<file path="src/rtl/fir_ctrl_pkg.sv">
// rtl/fir_ctrl_pkg.sv - shared types and widths for the FIR sequencer
//
// Purpose: FSM state encoding and datapath widths used by fir_seq_ctrl,
//          its slot divider and the bench datapath model.
// Ports:   none (package).
package fir_ctrl_pkg;

    typedef enum logic [1:0] {
        IDLE = 2'd0,
        LOAD = 2'd1,
        RUN  = 2'd2
    } state_t;

    localparam int COEF_W    = 8;
    localparam int SMP_W     = 8;
    localparam int Y_W       = 18;
    localparam int COEF_BITS = 32;

endpackage

</file>
<file path="src/rtl/fir_ctrl_slot_div.sv">
// rtl/fir_ctrl_slot_div.sv - DATA_DIV sample-slot counter
//
// Purpose: counts 0..DATA_DIV-1 and wraps while enabled; a synchronous
//          clear holds it at 0 so the first enabled cycle is slot start.
// Ports:
//   clk_i   in  1  clock
//   rst_ni  in  1  asynchronous active-low reset
//   clr_i   in  1  synchronous clear (dominates enable)
//   en_i    in  1  count enable
//   zero_o  out 1  counter is at 0 (start of a sample slot)
module fir_ctrl_slot_div #(
    parameter int DATA_DIV = 4
) (
    input  logic clk_i,
    input  logic rst_ni,
    input  logic clr_i,
    input  logic en_i,
    output logic zero_o
);

    logic [3:0] div_q;
    logic [3:0] div_d;

    always_comb begin
        div_d = div_q;
        if (clr_i) begin
            div_d = 4'd0;
        end else if (en_i) begin
            div_d = (div_q == 4'(DATA_DIV - 1)) ? 4'd0 : div_q + 4'd1;
        end
    end

    always_ff @(posedge clk_i or negedge rst_ni) begin
        if (!rst_ni) begin
            div_q <= 4'd0;
        end else begin
            div_q <= div_d;
        end
    end

    assign zero_o = (div_q == 4'd0);

endmodule

</file>
<file path="src/rtl/fir_seq_ctrl.sv">
// rtl/fir_seq_ctrl.sv - coefficient loader and sample pacer for the 4-tap FIR core
//
// Purpose: accepts a 32-bit coefficient word and shifts it MSB first onto the
//          core's serial coefficient chain (32 LOAD cycles), then paces samples
//          to one per DATA_DIV cycles, pulses data_clk_en per sample and
//          flags y_valid PIPE_LAT cycles after each sample that completes the
//          tap fill. Optional macro FIR_CTRL_PERF_EN adds smp_count/drop_count.
// Ports:
//   ph1          in  1   clock
//   reset        in  1   asynchronous active-low reset
//   cfg_valid    in  1   coefficient word valid
//   cfg_ready    out 1   coefficient word can be accepted
//   cfg_coef     in  32  {c3,c2,c1,c0}
//   smp_valid    in  1   sample valid
//   smp_ready    out 1   sample accepted this cycle (combinational)
//   smp_data     in  8   sample
//   a            out 8   registered sample to the datapath
//   data_clk_en  out 1   one-cycle datapath data clock enable
//   shift_clk_en out 1   coefficient chain shift enable
//   shift_in     out 1   coefficient chain serial bit
//   y_valid      out 1   one-cycle pulse, datapath y valid
//   busy         out 1   coefficient load in progress
//   smp_count    out 16  accepted samples, saturating (FIR_CTRL_PERF_EN only)
//   drop_count   out 16  empty RUN slots, saturating (FIR_CTRL_PERF_EN only)
module fir_seq_ctrl
    import fir_ctrl_pkg::*;
#(
    parameter int DATA_DIV = 4,
    parameter int TAPS     = 4,
    parameter int PIPE_LAT = 2
) (
    input  logic                 ph1,
    input  logic                 reset,
    input  logic                 cfg_valid,
    output logic                 cfg_ready,
    input  logic [COEF_BITS-1:0] cfg_coef,
    input  logic                 smp_valid,
    output logic                 smp_ready,
    input  logic [SMP_W-1:0]     smp_data,
    output logic [SMP_W-1:0]     a,
    output logic                 data_clk_en,
    output logic                 shift_clk_en,
    output logic                 shift_in,
    output logic                 y_valid,
    output logic                 busy
`ifdef FIR_CTRL_PERF_EN
    ,
    output logic [15:0]          smp_count,
    output logic [15:0]          drop_count
`endif
);

    localparam int FW = $clog2(TAPS + 1);
    localparam int BW = $clog2(COEF_BITS);

    state_t                 state_q;
    logic [COEF_BITS-1:0]   shreg_q;
    logic [BW-1:0]          bitcnt_q;
    logic [SMP_W-1:0]       a_q;
    logic                   dce_q;
    logic                   sce_q;
    logic                   busy_q;
    logic [FW-1:0]          fill_q;
    // tag_q travels alongside data_clk_en; pipe_q carries it to y_valid.
    logic                   tag_q;
    logic [PIPE_LAT-1:0]    pipe_q;

    logic                   slot_zero;
    logic                   pending;
    logic                   cfg_hs;
    logic                   smp_hs;
    logic [FW-1:0]          fill_next;

    fir_ctrl_slot_div #(
        .DATA_DIV (DATA_DIV)
    ) u_slot_div (
        .clk_i  (ph1),
        .rst_ni (reset),
        .clr_i  (state_q != RUN),
        .en_i   (1'b1),
        .zero_o (slot_zero)
    );

    assign pending = tag_q | (|pipe_q);

    // Gated by reset so both ready outputs read 0 while reset is held.
    assign cfg_ready = reset & ((state_q == IDLE) | ((state_q == RUN) & ~pending));
    // A coefficient request takes the slot even if it cannot be accepted yet.
    assign smp_ready = reset & (state_q == RUN) & slot_zero & ~cfg_valid;

    assign cfg_hs = cfg_valid & cfg_ready;
    assign smp_hs = smp_valid & smp_ready;

    assign fill_next = (fill_q == FW'(TAPS)) ? fill_q : fill_q + FW'(1);

    always_ff @(posedge ph1 or negedge reset) begin
        if (!reset) begin
            state_q  <= IDLE;
            shreg_q  <= '0;
            bitcnt_q <= '0;
            a_q      <= '0;
            dce_q    <= 1'b0;
            sce_q    <= 1'b0;
            busy_q   <= 1'b0;
            fill_q   <= '0;
            tag_q    <= 1'b0;
            pipe_q   <= '0;
        end else begin
            dce_q     <= 1'b0;
            tag_q     <= 1'b0;
            pipe_q[0] <= tag_q;
            for (int i = 1; i < PIPE_LAT; i++) begin
                pipe_q[i] <= pipe_q[i-1];
            end

            case (state_q)
                IDLE: begin
                    if (cfg_hs) begin
                        state_q  <= LOAD;
                        shreg_q  <= cfg_coef;
                        bitcnt_q <= '0;
                        sce_q    <= 1'b1;
                        busy_q   <= 1'b1;
                    end
                end
                LOAD: begin
                    // shift_in is shreg_q[31], so bit 31-k is on the wire in cycle k.
                    shreg_q <= {shreg_q[COEF_BITS-2:0], 1'b0};
                    if (bitcnt_q == BW'(COEF_BITS - 1)) begin
                        state_q <= RUN;
                        sce_q   <= 1'b0;
                        busy_q  <= 1'b0;
                        fill_q  <= '0;
                    end else begin
                        bitcnt_q <= bitcnt_q + BW'(1);
                    end
                end
                RUN: begin
                    if (cfg_hs) begin
                        // New coefficients invalidate the taps already filled.
                        state_q  <= LOAD;
                        shreg_q  <= cfg_coef;
                        bitcnt_q <= '0;
                        sce_q    <= 1'b1;
                        busy_q   <= 1'b1;
                        fill_q   <= '0;
                    end else if (smp_hs) begin
                        a_q    <= smp_data;
                        dce_q  <= 1'b1;
                        fill_q <= fill_next;
                        tag_q  <= (fill_next == FW'(TAPS));
                    end
                end
                default: state_q <= IDLE;
            endcase
        end
    end

    assign a            = a_q;
    assign data_clk_en  = dce_q;
    assign shift_clk_en = sce_q;
    assign shift_in     = shreg_q[COEF_BITS-1];
    assign y_valid      = pipe_q[PIPE_LAT-1];
    assign busy         = busy_q;

`ifdef FIR_CTRL_PERF_EN
    logic [15:0] smp_cnt_q;
    logic [15:0] drop_cnt_q;

    always_ff @(posedge ph1 or negedge reset) begin
        if (!reset) begin
            smp_cnt_q  <= '0;
            drop_cnt_q <= '0;
        end else begin
            if (cfg_hs) begin
                smp_cnt_q <= '0;
            end else if (smp_hs && (smp_cnt_q != 16'hFFFF)) begin
                smp_cnt_q <= smp_cnt_q + 16'd1;
            end
            if ((state_q == RUN) && slot_zero && !smp_valid && (drop_cnt_q != 16'hFFFF)) begin
                drop_cnt_q <= drop_cnt_q + 16'd1;
            end
        end
    end

    assign smp_count  = smp_cnt_q;
    assign drop_count = drop_cnt_q;
`endif

endmodule

</file>
<file path="config.mk">
export PLATFORM = sky130hd
export DESIGN_NAME = fir_seq_ctrl
export DESIGN_NICKNAME = d
export VERILOG_FILES = /design/src/rtl/fir_ctrl_pkg.sv /design/src/rtl/fir_ctrl_slot_div.sv /design/src/rtl/fir_seq_ctrl.sv
export SDC_FILE = /design/constraint.sdc
export NUM_CORES = 1
export LEC_CHECK = 0
export ABC_AREA = 1
export CAP_MARGIN = 20
export CORE_MARGIN = 2
export CORE_UTILIZATION = 47
export CTS_BUF_LIST = sky130_fd_sc_hd__clkbuf_16
export DETAILED_ROUTE_END_ITERATION = 10
export MAX_ROUTING_LAYER = met4
export PLACE_DENSITY = 0.74
export SYNTH_ARGS = -nofsm -noshare
export SYNTH_HDL_FRONTEND = slang
export SYNTH_SLANG_ARGS = --single-unit
</file>
<file path="constraint.sdc">
create_clock -name ph1 -period 2.3 [get_ports ph1]
set_clock_uncertainty 0.15 [all_clocks]
set_input_delay 0.46 -clock ph1 [delete_from_list [all_inputs] [get_ports ph1]]
set_output_delay 0.46 -clock ph1 [all_outputs]
set_load 0.005 [all_outputs]
</file>
* Yosys cells after proc, flatten, opt, wreduce, memory -nomap -nowiden
Index checks and enable logic that the tools add are counted.
Word-level totals: flip-flop bits (word level) 59, bits in latches 0, memory bits (writable) 0, ROM bits 0, output and inout port bits 15, word-level logic and storage cells 72, memories kept 0
Cells by class: $add $sub $neg 3, $mul 0, divide/modulo/power cells 0, magnitude comparators 0, equality and inequality tests 11, shifts and indexed selects 0, muxes and demuxes 24, bitwise gates (word level) 12, reductions and logical operators 12
Operators by type and width (count):
- $pmux W32 S2 | 1
- $mux W32 | 1
- $mux W3 | 4
- $reduce_and A3 Y1 | 4
- $mux W5 | 2
- $pmux W5 S2 | 1
- $mux W1 | 8
- $mux W4 | 2
- $and A1 B1 Y1 | 7
- $eq A3 B3 Y1 const B | 2
- $ne A2 B2 Y1 const B | 3
- $pmux W3 S2 | 1
- $add A5 B1 Y5 const B | 1
- $eq A5 B5 Y1 const B | 1
- $add A4 B1 Y4 const B | 1
- $eq A4 B2 Y1 const B | 1
- $logic_not A4 Y1 | 1
- $mux W2 | 2
- $pmux W2 S2 | 1
- $reduce_and A2 Y1 | 2
- $reduce_bool A2 Y1 | 2
- $reduce_or A2 Y1 | 2
- $add A3 B1 Y3 const B | 1
- $ne A3 B3 Y1 const B | 1
- 7 further kinds | 10

* Depth between registers and ports, before layout
Gate-level depths: netlist of the first run.
depth in word-level cells 9, depth in mapped cells 9, gate-level depth less buffers 9

* Hierarchy
A second synthesis of the first run with hierarchy kept.
Second synthesis, totals: cells, all modules 366, area, all modules 2911.5 um^2
Modules (own cells, without submodules):
- fir_seq_ctrl | times used 1, cells each 329, area an instance 2648.8 um^2, sequential area each 1376.3 um^2
- fir_ctrl_slot_div | times used 1, cells each 37, area an instance 262.8 um^2, sequential area each 100.1 um^2

* Worst setup path before layout of the first run
OpenSTA, ideal clock, no wires.
kind flip-flop to flip-flop, start reg bitcnt_q[0], end reg bitcnt_q[3], library setup time 0.118 ns, arrival time 1.374 ns, data required time 2.032 ns, slack 0.658 ns, cell stages (with the launch flop) 10, buffers on the path 0, cells stage by stage dfrtp_1 ha_1 nand2_1 nor2_1 ha_1 inv_1 nand2_1 nor2_1 xor2_1 nor2_1
Between the ends: cells in the longest elaborated chain, start to end 3
RTL lines:
- start, declared | RTL line fir_seq_ctrl.sv:58 | logic [BW-1:0] bitcnt_q;
- start signal, assigned | RTL line fir_seq_ctrl.sv:135 | bitcnt_q <= bitcnt_q + BW'(1);
- $add A5 B1 Y5 / $eq A5 B5 Y1 (equally long branches) | RTL line fir_seq_ctrl.sv:135, fir_seq_ctrl.sv:129
- $mux W5 / $ne A2 B2 Y1 (equally long branches)
- $pmux W5 S2 / $reduce_and A3 Y1 (equally long branches)
Several ways; a longest one is shown, not always the timed one. The select of a mux whose other input is x is not followed. A chain may end at the register's enable or synchronous reset.

* Worst setup path after layout of the first run
start reg state_q[0], end out cfg_ready
Between the ends: cells in the longest elaborated chain, start to end 4
RTL lines:
- start, declared | RTL line fir_seq_ctrl.sv:56 | state_t state_q;
- start signal, assigned | RTL line fir_seq_ctrl.sv:98 | state_q <= IDLE;
- start signal, assigned | RTL line fir_seq_ctrl.sv:119 | state_q <= LOAD;
- start signal, assigned | RTL line fir_seq_ctrl.sv:130 | state_q <= RUN;
- $eq A2 B2 Y1 | RTL line fir_seq_ctrl.sv:87 | assign cfg_ready = reset & ((state_q == IDLE) | ((state_q == RUN) & ~pending));
- $and A1 B1 Y1 | RTL line fir_seq_ctrl.sv:87
- $or A1 B1 Y1 * | RTL line fir_seq_ctrl.sv:87
- $and A1 B1 Y1 * | RTL line fir_seq_ctrl.sv:87
- end, declared | RTL line fir_seq_ctrl.sv:35 | output logic cfg_ready,
Mark *: on every way between the ends. The rest lies on a longest branch, timed or not.

==> results of run 1 <==
layout make-up:
cell class / count / area, µm² / share of cell area
clock buffers: 9 / 225 / 0.0584
clock inverters: 7 / 108 / 0.0279
inverters: 49 / 188 / 0.0487
multi-input cells: 223 / 1090 / 0.283
flip-flops and latches: 59 / 1480 / 0.383
well taps: 75 / 93.8 / 0.0243
repair buffers: 69 / 676 / 0.175
cells by family (layout without fill, tap and decap cells):
family	after synthesis	after routing
XOR/XNOR	4	4
AND/OR/NAND/NOR	148	148
adder cells (fa/ha/maj)	6	6
flip-flops	59	59
multiplexers	1	1
AO/OA/AOI/OAI	64	64
buffers and inverters	64	134
flip-flops by register name, indices dropped and copies added (netlist names):
name / cells
shreg_q: 32
a: 8
bitcnt_q: 5
u_slot_div.div_q: 4
fill_q: 3
pipe_q: 2
state_q: 2
busy: 1
data_clk_en: 1
tag_q: 1
path summary, 6_finish.rpt:
check                      cells after the start       start             endpoint
max in group asynchronous                      3       reset  u_slot_div.div_q[2]
setup reg to reg                               7  state_q[0]          shreg_q[22]
setup / recovery                               4  state_q[0]            cfg_ready
hold / removal                                 2       reset          bitcnt_q[4]
hold reg to reg                                0   pipe_q[0]            pipe_q[1]
min in group ph1                               0   pipe_q[0]            pipe_q[1]
layer usage:
| metal | share of wire | vias up | routed length (µm) | track usage |
|---|---|---|---|---|
| li1 | - | 1211 | - | - |
| met2 | 0.46 | 55 | 2480 | 0.302 |
| met4 | 0.013 | 0 | 70 | 0.0550 |
| met1 | 0.47 | 1058 | 2540 | 0.213 |
| met3 | 0.061 | 8 | 331 | 0.0560 |
| met5 | 0 | - | 0 | - |
power breakdown:
part | leakage, nW | total (mW) | internal [mW] | switching (mW)
clock | 0.168 | 1.47 | 1.04 | 0.430
sequential | 0.769 | 1.46 | 1.35 | 0.117
combinational | 0.952 | 1.27 | 0.527 | 0.739
cells in the mapped netlist, drive strengths merged (2+ instances only):
library cell  count
ha                6
clkbuf            8
o21ai            61
inv              48
dfrtp            59
or2               2
xor2              3
nand2           114
nand3            12
nand4             4
buf               7
nor2             15
what timing repair did:
item / CTS / global route
gates cloned: 0 / 0
pin swaps: 2 / 0
setup buffers: 3 / 0
hold buffers: 1 / 0
setup endpoints to repair: 1 / 1
hold endpoints to repair: 6 / 0
gates resized for setup: 0 / 1
through the flow:
step           hold slack [ps]  power [mW]  cells
2_1_floorplan             14.4        2.40    346
3_3_place_gp               210        2.70    471
3_5_place_dp               216        2.75    471
4_1_cts                    181        4.26    491
5_1_grt                    227        4.53    491
6_report                   166        4.20    491
==> reports/qor.csv, run 1 <==
stage,metric,value,unit
power_and_ir_drop,power.ir.vdd_worst,0.548,mV
detailed_routing,drt-initial-drc-count,119,
timing,final_period_minus_worst_setup_slack,2190,ps
synth,synth_xor_xnor_area_share,0.0123,
timing,maxClockFrequency,458,MHz
layout,share_of_post_route_cells_with_drive_strength_above_1,0.0913,
worst_setup_path,worstPathArrival,1580,ps
worst_setup_path,start_kind,register,
min_path,classification_of_the_worst_slack_hold_path,in -> async,
synth,cell_types_occupying_the_most_area_after_synthesis,"dfrtp_1 (52%), nand2_1 (15%), o21ai_0 (9.9%), inv_1 (6.2%), ha_1 (2.6%)",
synth,mappedNetlistNets,396,
layout,num_antenna_cells,0,
detailed_routing,detail_route.first_pass.iterations,4,
timing,report.final.slew_viol_count,0,
global_routing,grt_pass1_wl,9030,µm
job,drv_cap,0,
worst_setup_path,critPathBufInv,2,
detailed_routing,number_of_remaining_drc_errors,0,
worst_setup_path,reg2reg_setup_slack,390,ps
detailed_routing,postRouteAntennaNets,0,
power_and_ir_drop,powerDensity,1090,nW/µm²
synth,gate_count_post_synth,346,
worst_setup_path,critPathRequiredTime,1690,ps
timing,worstMarginPinSlew,642,ps
detailed_routing,routed-via-count,2332,
global_routing,grt_max_degree,63,
floorplan,x_dimension_of_the_die,81.7,µm
timing,fin_worst_setup_slack,114,ps
floorplan,core_area,5890,µm²
detailed_routing,drt_wl_total,5410,µm
worst_setup_path,crit_path_cell_trace,nor2_1 -> nand2_1 -> inv_1 -> clkdlybuf4s50_1,
detailed_routing,vias_per_cell,4.75,
placement,detailedPlacementHpwl,3600,µm
outcome,run_status,"finished, final reports clean",
worst_setup_path,slowest_stage,clkdlybuf4s50_1,
detailed_routing,route.detailed.wl_per_inst,11.0,µm
worst_setup_path,worstSetupPathType,reg -> out,
synth,fraction_of_the_mapped_netlist_area_in_simple_logic_gates,0.227,
clock_tree,cts.sink_count,59,
floorplan,chipHeight,81.7,µm
floorplan,dieArea,6680,µm²
synth,yosys_warnings,0,
synth,yosysTopAreaCellShare,0.520,
synth,synthArstFlopShare,1.00,
floorplan,num_rows,28,
timing,setup_viol,0,
timing,timing_hold_violations_final,0,
timing,final.period_utilization,0.950,
layout,layout.nets,461,
layout,layout.core_utilization,0.655,
synth,main_combinational_cell_family_by_area_after_synthesis,simple AND/OR/NAND/NOR gates,
layout,mostFrequentLayoutCells,"nand2_1 (111), dfrtp_1 (59), o21ai_0 (56), clkdlybuf4s50_1 (56), inv_1 (48)",
global_routing,number_of_global_route_vias_before_repair,2178,
synth,synth.area.mux_share,0.00352,
placement,gp_routability_congestion,0.701,
clock_tree,clkTransAtPathRegs,50,ps
synth,synth_edf_count,0,
power_and_ir_drop,leakagePower,1.89,nW
timing,rsz0062_at_grt,no,
placement,placed_cell_area,3490,µm²
clock_tree,clock_tree.buffer_depth,2,
floorplan,start_util,0.483,
synth,post_synth_fa_ha_maj_area_fraction,0.0264,
worst_setup_path,critPathCaptureType,output pin,
layout,areaGrowthSynthToFinish,35.8,%
synth,postSynthAreaPerCell,8.21,µm²
global_routing,grt-ovfl-total,0,
global_routing,grt_usage,0.182,
layout,n_fill_cell,526,
timing,totalNegativeSetupSlack,0,ps
clock_tree,clk-insertion-delay-late,320,ps
synth,synth_cell_types,30,
clock_tree,tritoncts,yes,
worst_setup_path,crit_family,buffers and inverters,
placement,placement.io_buffers,58,
layout,mostFrequentLayoutCell,nand2_1,
floorplan,io-pin-count,59,
synth,ys.flop_type,dfrtp_1,
clock_tree,clk_root_buffer_cell,clkbuf_16,
synth,synth_sequential_area_ratio,0.520,
worst_setup_path,crit_fanout,4,
synth,ys_seq_elements,59,
global_routing,antenna_found_initial,0,
clock_tree,cts_buffers,9,
synth,mappedNetlistArea,2840,µm²
placement,pre_cts_ws,-20.4,ps
synth,synth_compound_gate_area_share,0.115,
clock_tree,cts_h_tree_lvls,3,
worst_setup_path,crit_path_max_incr_delay,490,ps
timing,relSlewSlack,0.572,
synth,synthDominantAreaCellType,dfrtp_1,
layout,finalInstanceArea,3860,µm²
Note: power is estimated with default switching activity, not from simulation.
==> run 2, diff against run 1 <==
--- a/config.mk
+++ b/config.mk
@@ -6,8 +6,7 @@
 export NUM_CORES = 1
 export LEC_CHECK = 0
 export ABC_AREA = 1
-export CAP_MARGIN = 20
-export CORE_MARGIN = 2
+export CORE_MARGIN = 3
 export CORE_UTILIZATION = 47
 export CTS_BUF_LIST = sky130_fd_sc_hd__clkbuf_16
 export DETAILED_ROUTE_END_ITERATION = 10
==> reports/qor.csv, run 2 (synthesis gave the netlist of run 1 again) <==
stage,metric,value,unit,change
global_routing,grt-ovfl-total,0,,unchanged
floorplan,core_area,5680,µm²,-3.6%
placement,gp_routability_congestion,0.794,,+13%
detailed_routing,drt-initial-drc-count,139,,+17%
worst_setup_path,critPathRequiredTime,1690,ps,about the same
timing,relSlewSlack,0.647,,+0.0749
global_routing,antenna_found_initial,0,,unchanged
layout,mostFrequentLayoutCell,nand2_1,,
worst_setup_path,start_kind,register,,
timing,fin_worst_setup_slack,144,ps,+29.8 ps
timing,final.period_utilization,0.937,,-0.0130
power_and_ir_drop,powerDensity,1040,nW/µm²,-4.3%
layout,num_antenna_cells,0,,unchanged
detailed_routing,route.detailed.wl_per_inst,11.7,µm,+5.8%
detailed_routing,postRouteAntennaNets,0,,unchanged
floorplan,dieArea,7010,µm²,+5.0%
timing,final_period_minus_worst_setup_slack,2160,ps,-29.8 ps
timing,worstMarginPinSlew,530,ps,-112 ps
outcome,run_status,"finished, final reports clean",,
detailed_routing,number_of_remaining_drc_errors,0,,unchanged
floorplan,io-pin-count,59,,unchanged
floorplan,chipHeight,83.7,µm,+2.4%
job,drv_cap,0,,unchanged
global_routing,grt_pass1_wl,10500,µm,+16%
floorplan,x_dimension_of_the_die,83.7,µm,+2.4%
detailed_routing,detail_route.first_pass.iterations,4,,unchanged
timing,report.final.slew_viol_count,0,,unchanged
clock_tree,cts.sink_count,59,,unchanged
layout,registers.top_by_ff_count,shreg_q,,
timing,timing_hold_violations_final,0,,unchanged
clock_tree,clk_root_buffer_cell,clkbuf_16,,
placement,pre_cts_ws,-23.4,ps,-3.04 ps
layout,largest_reg_flops,32,,unchanged
layout,layout.nets,462,,+0.22%
clock_tree,cts_h_tree_lvls,3,,unchanged
min_path,classification_of_the_worst_slack_hold_path,in -> async,,
power_and_ir_drop,power.total,3.98,mW,-5.3%
floorplan,start_util,0.500,,+0.0179
layout,mostFrequentLayoutCells,"nand2_1 (111), dfrtp_1 (59), o21ai_0 (56), clkdlybuf4s50_1 (56), inv_1 (50)",,
clock_tree,ctsHoldBuffers,0,,-1
floorplan,num_rows,27,,-3.6%
worst_setup_path,critPathCaptureType,output pin,,
timing,maxClockFrequency,464,MHz,+1.4%
worst_setup_path,worstPathArrival,1550,ps,-30 ps
power_and_ir_drop,power.ir.vdd_worst,0.609,mV,+11%
clock_tree,clk-insertion-delay-late,320,ps,about the same
timing,rsz0062_at_grt,no,,
global_routing,grt_max_degree,63,,unchanged
layout,areaGrowthSynthToFinish,34.3,%,
placement,placement.io_buffers,58,,unchanged
global_routing,grt_usage,0.188,,+0.00571
layout,share_of_post_route_cells_with_drive_strength_above_1,0.0863,,-0.00502
clock_tree,cts_buffers,9,,unchanged
detailed_routing,drt_wl_total,5700,µm,+5.4%
timing,totalNegativeSetupSlack,0,ps,unchanged
detailed_routing,routed-via-count,2361,,+1.2%
clock_tree,tritoncts,yes,,
clock_tree,clock_tree.buffer_depth,2,,unchanged
global_routing,number_of_global_route_vias_before_repair,2416,,+11%
worst_setup_path,crit_fanout,4,,unchanged
power_and_ir_drop,leakagePower,1.88,nW,-0.53%
detailed_routing,vias_per_cell,4.83,,+1.7%
clock_tree,clkTransAtPathRegs,50,ps,about the same
timing,setup_viol,0,,unchanged
placement,detailedPlacementHpwl,3830,µm,+6.5%
worst_setup_path,worstSetupPathType,reg -> out,,
[run 2: cell count changes in the layout (fill, tap and decap cells not counted)]
| cell | previous run | this run |
|---|---|---|
| inv_1 | 48 | 50 |
| clkinv_2 | 3 | 1 |
| buf_12 | 1 | 2 |
| bufinv_16 | 3 | 1 |
| buf_4 | 9 | 10 |
| dlygate4sd3_1 | 1 | 0 |
| clkinv_1 | 1 | 3 |
[run 2: area by class of cell]
type	count	area, µm²
Clock inverter	7	52.6
Tap cell	72	90.1
Clock buffer	9	225
Fill cell	476	1860
Multi-Input combinational cell	223	1090
Timing Repair Buffer	70	693
Sequential cell	59	1480
Inverter	49	188
[run 2: what timing repair did]
item / in CTS / in global routing
buffers inserted: 3 / 1
pin swaps: 2 / 1
setup endpoints to repair: 1 / 1
gates resized for setup: 0 / 1
[run 2: final timing paths]
kind / startpoint / end / slack, ps / cells past startpoint
max: state_q[0] / cfg_ready / 140 / 4
min: reset / a[6] / 7 / 2
max reg2reg: state_q[0] / shreg_q[18] / 320 / 8
min reg2reg: pipe_q[0] / pipe_q[1] / 220 / 0
max in group asynchronous: reset / shreg_q[25] / 1580 / 2
min in group ph1: pipe_q[0] / pipe_q[1] / 220 / 0
[run 2: stage by stage]
step                      hold WS, ps  utilization  std cells  instance area (µm²)
final                            7.45        0.672        489                 3810
after CTS                        10.0        0.670        488                 3800
after global placement            207        0.618        469                 3500
after detailed placement          218        0.618        469                 3500
after floorplan                  14.4            -        346                 2840
after global routing             28.4        0.672        489                 3810
[run 2: routing by layer]
metal / vias up / GRT usage / wire [µm]
met5: - / - / 0
met4: 0 / 0.0585 / 44
met3: 6 / 0.0592 / 328
met2: 51 / 0.294 / 2690
met1: 1092 / 0.234 / 2640
li1: 1212 / - / -
[run 2: critical path, cell delays in order (launching register included)]
cell	delay, ps
dfrtp_1	440
nor2_1	190
nand2_1	70
inv_1	50
clkdlybuf4s50_1	490
[run 2: where the power goes]
part / switching [mW] / leakage, nW / internal [mW]
Combinational: 0.743 / 0.965 / 0.553
Clock: 0.410 / 0.146 / 0.811
Sequential: 0.115 / 0.769 / 1.35
